==> config.mk <==
export PLATFORM = sky130hd
export DESIGN_NAME = ledge_motion_ctrl
export DESIGN_NICKNAME = d
export VERILOG_FILES = /design/src/rtl/ledge_motion_ctrl.sv
export SDC_FILE = /design/constraint.sdc
export NUM_CORES = 1
export LEC_CHECK = 0
export CAP_MARGIN = 20
export CORE_UTILIZATION = 30
export CTS_CLUSTER_DIAMETER = 120
export DETAILED_ROUTE_END_ITERATION = 8
export HOLD_SLACK_MARGIN = 0.12
export SETUP_SLACK_MARGIN = 0.1
export SLEW_MARGIN = 30
export SYNTH_ARGS = -nofsm -noshare
export SYNTH_HDL_FRONTEND = slang
export SYNTH_SLANG_ARGS = --single-unit
==> constraint.sdc <==
create_clock -name Clk -period 9.8 [get_ports Clk]
set_clock_uncertainty 0.1 [all_clocks]
set_input_delay 2.45 -clock Clk [delete_from_list [all_inputs] [get_ports Clk]]
set_output_delay 2.45 -clock Clk [all_outputs]
set_load 0.05 [all_outputs]
==> src/rtl/ledge_motion_ctrl.sv <==
// ledge_motion_ctrl: per-frame ledge position scheduler with atomic publish.
// Optional vertical bob of odd ledges enabled by defining LEDGE_VERTICAL_EN.
`default_nettype none

module ledge_motion_ctrl #(
   parameter int NUM_LEDGES = 3,
   parameter int X_MIN      = 67,
   parameter int X_MAX      = 572,
   parameter int STEP       = 1,
   parameter int DWELL      = 30,
   parameter int SPACING    = 160,
   parameter int Y_BASE     = 400,
   parameter int Y_STEP     = 80,
   parameter int Y_AMP      = 16
) (
   input  logic                       Clk,
   input  logic                       Reset,
   input  logic                       frame_clk,
   input  logic                       enable,
   output logic [10*NUM_LEDGES-1:0]   ledge_X_out,
   output logic [10*NUM_LEDGES-1:0]   ledge_Y_out,
   output logic [NUM_LEDGES-1:0]      ledge_dir,
   output logic                       update_busy,
   output logic                       update_done,
   output logic                       overrun
);

   localparam int IW = (NUM_LEDGES > 1) ? $clog2(NUM_LEDGES) : 1;
   localparam int DW = (DWELL > 0) ? $clog2(DWELL + 1) : 1;
   localparam logic [IW-1:0] LAST_IDX = IW'(NUM_LEDGES - 1);

   typedef enum logic [1:0] {
      IDLE    = 2'd0,
      UPDATE  = 2'd1,
      PUBLISH = 2'd2
   } state_t;

   function automatic logic [9:0] init_x(input int i);
      return 10'(X_MIN + i * SPACING);
   endfunction

   function automatic logic [9:0] init_y(input int i);
      return 10'(Y_BASE - i * Y_STEP);
   endfunction

   function automatic logic [NUM_LEDGES-1:0] init_dir();
      logic [NUM_LEDGES-1:0] d;
      for (int i = 0; i < NUM_LEDGES; i++) d[i] = ~i[0];
      return d;
   endfunction

   // frame_clk crosses into Clk through two flops; third flop gives edge detect
   logic sync1, sync2, sync3, tick;

   always_ff @(posedge Clk or posedge Reset) begin
      if (Reset) begin
         sync1 <= 1'b0;
         sync2 <= 1'b0;
         sync3 <= 1'b0;
      end else begin
         sync1 <= frame_clk;
         sync2 <= sync1;
         sync3 <= sync2;
      end
   end

   assign tick = sync2 & ~sync3;

   state_t        state, state_nxt;
   logic [IW-1:0] idx, idx_nxt;

   always_ff @(posedge Clk or posedge Reset) begin
      if (Reset) begin
         state <= IDLE;
         idx   <= '0;
      end else begin
         state <= state_nxt;
         idx   <= idx_nxt;
      end
   end

   always_comb begin
      state_nxt = state;
      idx_nxt   = idx;
      case (state)
         IDLE: begin
            if (tick && enable) begin
               state_nxt = UPDATE;
               idx_nxt   = '0;
            end
         end
         UPDATE: begin
            if (idx == LAST_IDX) state_nxt = PUBLISH;
            else                 idx_nxt   = idx + IW'(1);
         end
         PUBLISH: state_nxt = IDLE;
         default: state_nxt = IDLE;
      endcase
   end

   assign update_busy = (state != IDLE);

   // working bank and published bank
   logic [9:0]            x_w   [NUM_LEDGES];
   logic [9:0]            x_pub [NUM_LEDGES];
   logic [DW-1:0]         dwell_w [NUM_LEDGES];
   logic [NUM_LEDGES-1:0] dir_w;

   logic [10:0]   cur_x;
   logic [9:0]    x_nxt;
   logic          dir_nxt;
   logic [DW-1:0] dwell_nxt;
   logic          moved;

   always_comb begin
      cur_x     = {1'b0, x_w[idx]};
      x_nxt     = x_w[idx];
      dir_nxt   = dir_w[idx];
      dwell_nxt = dwell_w[idx];
      moved     = 1'b0;
      if (dwell_w[idx] != '0) begin
         dwell_nxt = dwell_w[idx] - DW'(1);
      end else begin
         moved = 1'b1;
         if (dir_w[idx]) begin
            if (cur_x + 11'(STEP) >= 11'(X_MAX)) begin
               x_nxt     = 10'(X_MAX);
               dir_nxt   = 1'b0;
               dwell_nxt = DW'(DWELL);
            end else begin
               x_nxt = 10'(cur_x + 11'(STEP));
            end
         end else begin
            if (cur_x <= 11'(X_MIN + STEP)) begin
               x_nxt     = 10'(X_MIN);
               dir_nxt   = 1'b1;
               dwell_nxt = DW'(DWELL);
            end else begin
               x_nxt = 10'(cur_x - 11'(STEP));
            end
         end
      end
   end

   always_ff @(posedge Clk or posedge Reset) begin
      if (Reset) begin
         for (int i = 0; i < NUM_LEDGES; i++) begin
            x_w[i]     <= init_x(i);
            x_pub[i]   <= init_x(i);
            dwell_w[i] <= '0;
         end
         dir_w       <= init_dir();
         ledge_dir   <= init_dir();
         update_done <= 1'b0;
         overrun     <= 1'b0;
      end else begin
         update_done <= (state == PUBLISH);
         if (tick && (state != IDLE)) overrun <= 1'b1;
         if (state == UPDATE) begin
            x_w[idx]     <= x_nxt;
            dir_w[idx]   <= dir_nxt;
            dwell_w[idx] <= dwell_nxt;
         end
         if (state == PUBLISH) begin
            for (int i = 0; i < NUM_LEDGES; i++) x_pub[i] <= x_w[i];
            ledge_dir <= dir_w;
         end
      end
   end

   always_comb begin
      ledge_X_out = '0;
      for (int i = 0; i < NUM_LEDGES; i++) ledge_X_out[10*i +: 10] = x_pub[i];
   end

`ifdef LEDGE_VERTICAL_EN
   // odd ledges bob between init_y-Y_AMP and init_y+Y_AMP; vdir 0 = moving up
   logic [9:0]            y_w   [NUM_LEDGES];
   logic [9:0]            y_pub [NUM_LEDGES];
   logic [NUM_LEDGES-1:0] vdir_w;
   logic [10:0]           cur_y, y_lo, y_hi;
   logic [9:0]            y_nxt;
   logic                  vdir_nxt;

   always_comb begin
      cur_y    = {1'b0, y_w[idx]};
      y_lo     = 11'(int'(init_y(int'(idx))) - Y_AMP);
      y_hi     = 11'(int'(init_y(int'(idx))) + Y_AMP);
      y_nxt    = y_w[idx];
      vdir_nxt = vdir_w[idx];
      if (moved && idx[0]) begin
         if (!vdir_w[idx]) begin
            if (cur_y <= y_lo + 11'd1) begin
               y_nxt    = 10'(y_lo);
               vdir_nxt = 1'b1;
            end else begin
               y_nxt = 10'(cur_y - 11'd1);
            end
         end else begin
            if (cur_y + 11'd1 >= y_hi) begin
               y_nxt    = 10'(y_hi);
               vdir_nxt = 1'b0;
            end else begin
               y_nxt = 10'(cur_y + 11'd1);
            end
         end
      end
   end

   always_ff @(posedge Clk or posedge Reset) begin
      if (Reset) begin
         for (int i = 0; i < NUM_LEDGES; i++) begin
            y_w[i]   <= init_y(i);
            y_pub[i] <= init_y(i);
         end
         vdir_w <= '0;
      end else begin
         if (state == UPDATE) begin
            y_w[idx]    <= y_nxt;
            vdir_w[idx] <= vdir_nxt;
         end
         if (state == PUBLISH) begin
            for (int i = 0; i < NUM_LEDGES; i++) y_pub[i] <= y_w[i];
         end
      end
   end

   always_comb begin
      ledge_Y_out = '0;
      for (int i = 0; i < NUM_LEDGES; i++) ledge_Y_out[10*i +: 10] = y_pub[i];
   end
`else
   logic unused_moved;
   assign unused_moved = moved;

   always_comb begin
      ledge_Y_out = '0;
      for (int i = 0; i < NUM_LEDGES; i++) ledge_Y_out[10*i +: 10] = init_y(i);
   end
`endif

endmodule

`default_nettype wire
======== Word level (Yosys, flattened, before mapping) ========
Cells that the tools add are included.
storage, ports and cells
  output and inout bits ................... 66
  input bits .............................. 4
  memories ................................ 0
  bits in writable memories ............... 0
  memory bits (read-only) ................. 0
  bits in latches ......................... 0
  register bits after elaboration ......... 90
  word-level logic and storage cells ...... 82
cells by class
  mux-type cells .......................... 35
  multipliers ............................. 0
  order comparisons ....................... 6
  div/mod/pow operators ................... 0
  reduce and logical (&&, ||, !) cells .... 10
  equal/unequal tests ..................... 6
  add/sub/neg operators ................... 4
  shift operators ......................... 0
  bitwise logic cells ..................... 3
operator list
  cell                                                                               number
  10-bit 2-to-1 mux                                                                  7
  5-bit 2-to-1 mux                                                                   7
  30-bit bitwise mux                                                                 1
  10-bit binary-select mux with 2-bit select                                         1
  10-bit demux with 2-bit select                                                     1
  15-bit bitwise mux                                                                 1
  10-bit by 1-bit adder with 11-bit output, second input constant                    1
  11-bit by 10-bit >= comparator with 1-bit output, second input constant            1
  5-bit binary-select mux with 2-bit select                                          1
  5-bit demux with 2-bit select                                                      1
  10-bit by 7-bit less-or-equal comparator with 1-bit output, second input constant  1
  10-bit by 1-bit subtractor with 10-bit output, second input constant               1
  2-bit 2-to-1 mux                                                                   4
  2-bit case mux with 2 select lines                                                 2
  1-bit 2-to-1 mux                                                                   6
  2-bit inequality test, second input constant                                       3
  5-bit nonzero test                                                                 1
  5-bit by 1-bit subtractor with 5-bit output, second input constant                 1
  2-bit equality test, second input constant                                         2
  1-bit logical AND                                                                  4
  2-bit nonzero test                                                                 2
  3-bit bitwise mux                                                                  1
  3-bit >= comparator, second input constant                                         1
  2-bit by 3-bit < comparator with 1-bit output, second input constant               1
  12 further kinds                                                                   12

======== Logic depth before layout (Yosys ltp) ========
  depth in word-level cells ............... 10
  gate-level depth with buffers ........... 15
  mapped depth without buffers ............ 11

======== Worst setup path before layout ========
No wires, ideal clock.
  path type ............................... flip-flop to output port
  start point ............................. register state[0]
  end point ............................... output port update_busy
  buffers on the path ..................... 0
  setup slack ............................. 6450 ps
  arrival time ............................ 800 ps
  stages on the path, launching flop included .. 2
  data required time ...................... 7250 ps
  path through ............................ dfrtp_1 or2_2
on the way
  word-level cells in the longest chain between the ends .. 1
ends and longest elaborated chain
  what                      RTL line  RTL
  start: declaration        69        state_t state, state_nxt;
  start signal: assignment  77        state <= state_nxt;
  2-bit nonzero test        101       assign update_busy = (state != IDLE);
  end: declaration          23        output logic update_busy,
No other way between the ends.

======== Worst setup path after layout ========
Ends and elaborated chain as after synthesis.

==> results.py <==
metrics = {
    "sta": {
        "slew_viol_final": 0,
        "finalCritPeriodShare": 0.441,
        "slew_headroom": 0.379,
        "final.setup.tns_ns": 0,
        "finalSetupViolations": 0,
        "post-route-min-period_ns": 4.32,
        "finalHoldViolCount": 0,
        "fin_ws_ns": 5.48,
        "rsz0062_at_grt": "no",
        "tightest_slew_ns": 0.930,
        "max_freq_mhz": 231,
    },
    "finish": {
        "drive_gt1_frac": 0.234,
        "nNetsFinal": 536,
        "regArea_mm2": 0.00229,
        "multi_input_area_mm2": 0.00261,
        "design_area_mm2": 0.00593,
        "fill_cells": 1706,
        "area_delta_synth_final_pct": 13.5,
        "num_antenna_cells": 0,
        "stdcell_count": 751,
    },
    "worst_setup_path": {
        "arrival_ns": 1.77,
        "cp-start-kind": "register",
        "critical_path.max_fanout": 5,
        "reg2reg_slack_ns": 5.79,
        "cp_cell_sequence": "or2_2, clkdlybuf4s50_1",
        "r2r-end": "dwell_w[0]",
        "crit_buf_inv": 1,
        "reg2reg_depth": 12,
        "end_kind": "output pin",
        "required_ns": 7.25,
        "cpPeakStageDelay_ns": 0.71,
        "regToRegStartpoint": "idx[1]",
        "critPathTopFamily": "buffers and inverters",
        "worst_path_max_delay_cell": "clkdlybuf4s50_1",
        "path_class": "reg -> out",
    },
    "synthesis": {
        "synth_seq_cells": 90,
        "ys_seq_area_frac": 0.438,
        "synth-xor-area-share": 0.00838,
        "synth.area.mux_share": 0.110,
        "synth-compound-area-share": 0.211,
        "syn-instance-count": 498,
        "synthTopCellsByArea": "dfrtp_1 (30%), dfstp_2 (14%), mux2_2 (7.1%)",
        "synth_warnings": 0,
        "netlist_area_mm2": 0.00523,
        "synth-main-ff-cell": "dfrtp_1",
        "synth_edf_count": 0,
        "async_flop_share": 1.00,
        "synth_area_per_cell_um2": 10.5,
        "synth_top_family_by_area": "compound AO/OA/AOI/OAI gates",
        "synthAdderAreaFrac": 0.0144,
        "yosys.area_share.simple": 0.134,
        "synth_top_area_share": 0.297,
        "yosysTopAreaCell": "dfrtp_1",
        "synth.distinct_cells": 73,
    },
    "cts": {
        "clock_sinks": 90,
        "tritoncts": "done",
        "h-tree-depth": 3,
        "clkTransAtPathRegs_ns": 0.06,
        "post_cts_buffers": 0,
        "tritoncts.num_buffers": 9,
        "cts_hold_buf": 0,
        "cts-root-buf": "clkbuf_16",
        "cts_resized": 0,
        "clk_latency_ns": 0.34,
        "clk_path_buf_depth": 2,
    },
    "place": {
        "place_ws_ns": 5.69,
        "port_buffers": 39,
        "placed_area_mm2": 0.00564,
        "dp_cells": 735,
        "hpwl_mm": 9.32,
        "place_congestion": 0.802,
    },
    "grt": {
        "grt_pass1_vias": 3531,
        "grt_max_degree": 63,
        "antenna_found_initial": 0,
        "grt_pass1_wl_mm": 19.9,
        "grt_overflow": 0,
        "track_usage": 0.144,
    },
    "route": {
        "via_per_inst": 5.10,
        "ant_nets": 0,
        "drt_first_pass_iters": 5,
        "wl_per_cell_um": 16.9,
        "route.vias.total": 3833,
        "post-route-drc-count": 0,
        "drt_wl_total_mm": 12.7,
        "first_iter_violations": 307,
    },
    "floorplan": {
        "fp-row-count": 47,
        "dieWidth_um": 134,
        "start_util": 0.311,
        "die_y_um": 134,
        "die_area_mm2": 0.0180,
        "io_pins": 70,
        "coreArea_mm2": 0.0168,
    },
    "power_and_ir_drop": {
        "powerDensity_mw_per_mm2": 350,
        "ir_worst_vdd_uv": 136,
        "p_leak_nw": 2.36,
    },
    "min_path": {
        "min_from": "sync1",
        "min_path_cells": 0,
        "hold_path_end": "sync2",
        "min-delay-path-class": "reg -> reg",
    },
    "flow_run": {
        "maxCapViolCount": 0,
    },
    "outcome": {
        "status": "finished, final reports clean",
    },
}
## cell usage after synthesis (4+ instances only)
cell type  count
a21oi_1       11
nor3_1         6
ha_1           6
dfstp_2       28
dfrtp_1       62
nor4_1         4
o211ai_1       5
o21ai_0       42
nand3_1       13
o2bb2ai_2      4
nand2_1       59
mux2_2        33
o31ai_1        6
o21ai_1        9
inv_1          8
o22ai_1        4
a31oi_1       22
buf_4         32
nor2_1        26
clkbuf_1      14
xnor2_1        5
mux2i_1       13
a2bb2oi_2      6
## kinds of logic (layout without fill, tap and decap cells)
logic type,after synthesis,after routing
DFF,90,90
other,2,30
and+or+nand+nor,138,138
muxes,50,50
adders and majority gates,6,6
xor gates and xnor gates,5,5
AOI/OAI and AO/OA,141,141
buffers and inverters,66,71
## metrics by stage
step / utilization / hold slack [ns] / total power, mW
4_1_cts: 0.353 / 0.251 / 2.08
6_report: 0.353 / 0.250 / 2.08
5_1_grt: 0.353 / 0.268 / 2.20
3_3_place_gp: 0.335 / 0.233 / 1.73
2_1_floorplan: - / 0.231 / 1.47
3_5_place_dp: 0.335 / 0.237 / 1.74
## power by group
| group | internal (mW) | switching [mW] |
|---|---|---|
| Sequential | 0.522 | 0.0981 |
| Combinational | 0.371 | 0.748 |
| Clock | 0.198 | 0.138 |
## worst max-delay path by stage
stage / from / end / slack (ns) / cells past startpoint
after floorplan: Reset / dir_w[1] / 4.96 / 1
after global placement: Reset / ledge_X_out[14] / 5.75 / 3
after detailed placement: Reset / update_done / 5.69 / 3
after CTS: state[0] / update_busy / 5.46 / 2
after global routing: state[0] / update_busy / 5.43 / 2
final: state[0] / update_busy / 5.48 / 2
## per-layer routing
layer | wire length, µm | GRT usage
met4 | 219 | 0.0543
met5 | 0 | 0
met1 | 6260 | 0.209
met2 | 5630 | 0.211
met3 | 565 | 0.0268
## final cells by class
cell class                 instances  share of cell area
inverter                          10             0.00654
timing repair buffer              45              0.0734
clock buffer                      12              0.0399
sequential                        90               0.386
clock inverter                     4             0.00886
tap                              220              0.0464
multi-input combinational        370               0.439
## sequential cells by signal, indices dropped and copies added (netlist names)
signal,cells
update_done,1
dwell_w,15
state,2
sync2,1
dir_w,3
sync1,1
overrun,1
ledge_X_out,30
x_w,30
ledge_dir,3
idx,2
sync3,1
## cell usage in the layout, fill, tap and decap left out, types with 4 or more instances in the layout
cell	synthesis	routed
inv_1	8	7
mux2_2	33	33
nand3_1	13	13
o22ai_1	4	4
o2bb2ai_2	4	4
o21ai_1	9	9
a2bb2oi_2	6	6
nor4_1	4	4
o21ai_0	42	42
o31ai_1	6	6
ha_1	6	6
mux2i_1	13	13
o211ai_1	5	5
conb_1	2	30
nand2_1	59	59
xnor2_1	5	5
a31oi_1	22	22
clkbuf_16	0	9
nor3_1	6	6
dfstp_2	28	28
clkdlybuf4s50_1	0	39
buf_4	32	6
a21oi_1	11	11
nor2_1	26	26
dfrtp_1	62	62
Note: power is estimated with default switching activity, not from simulation.
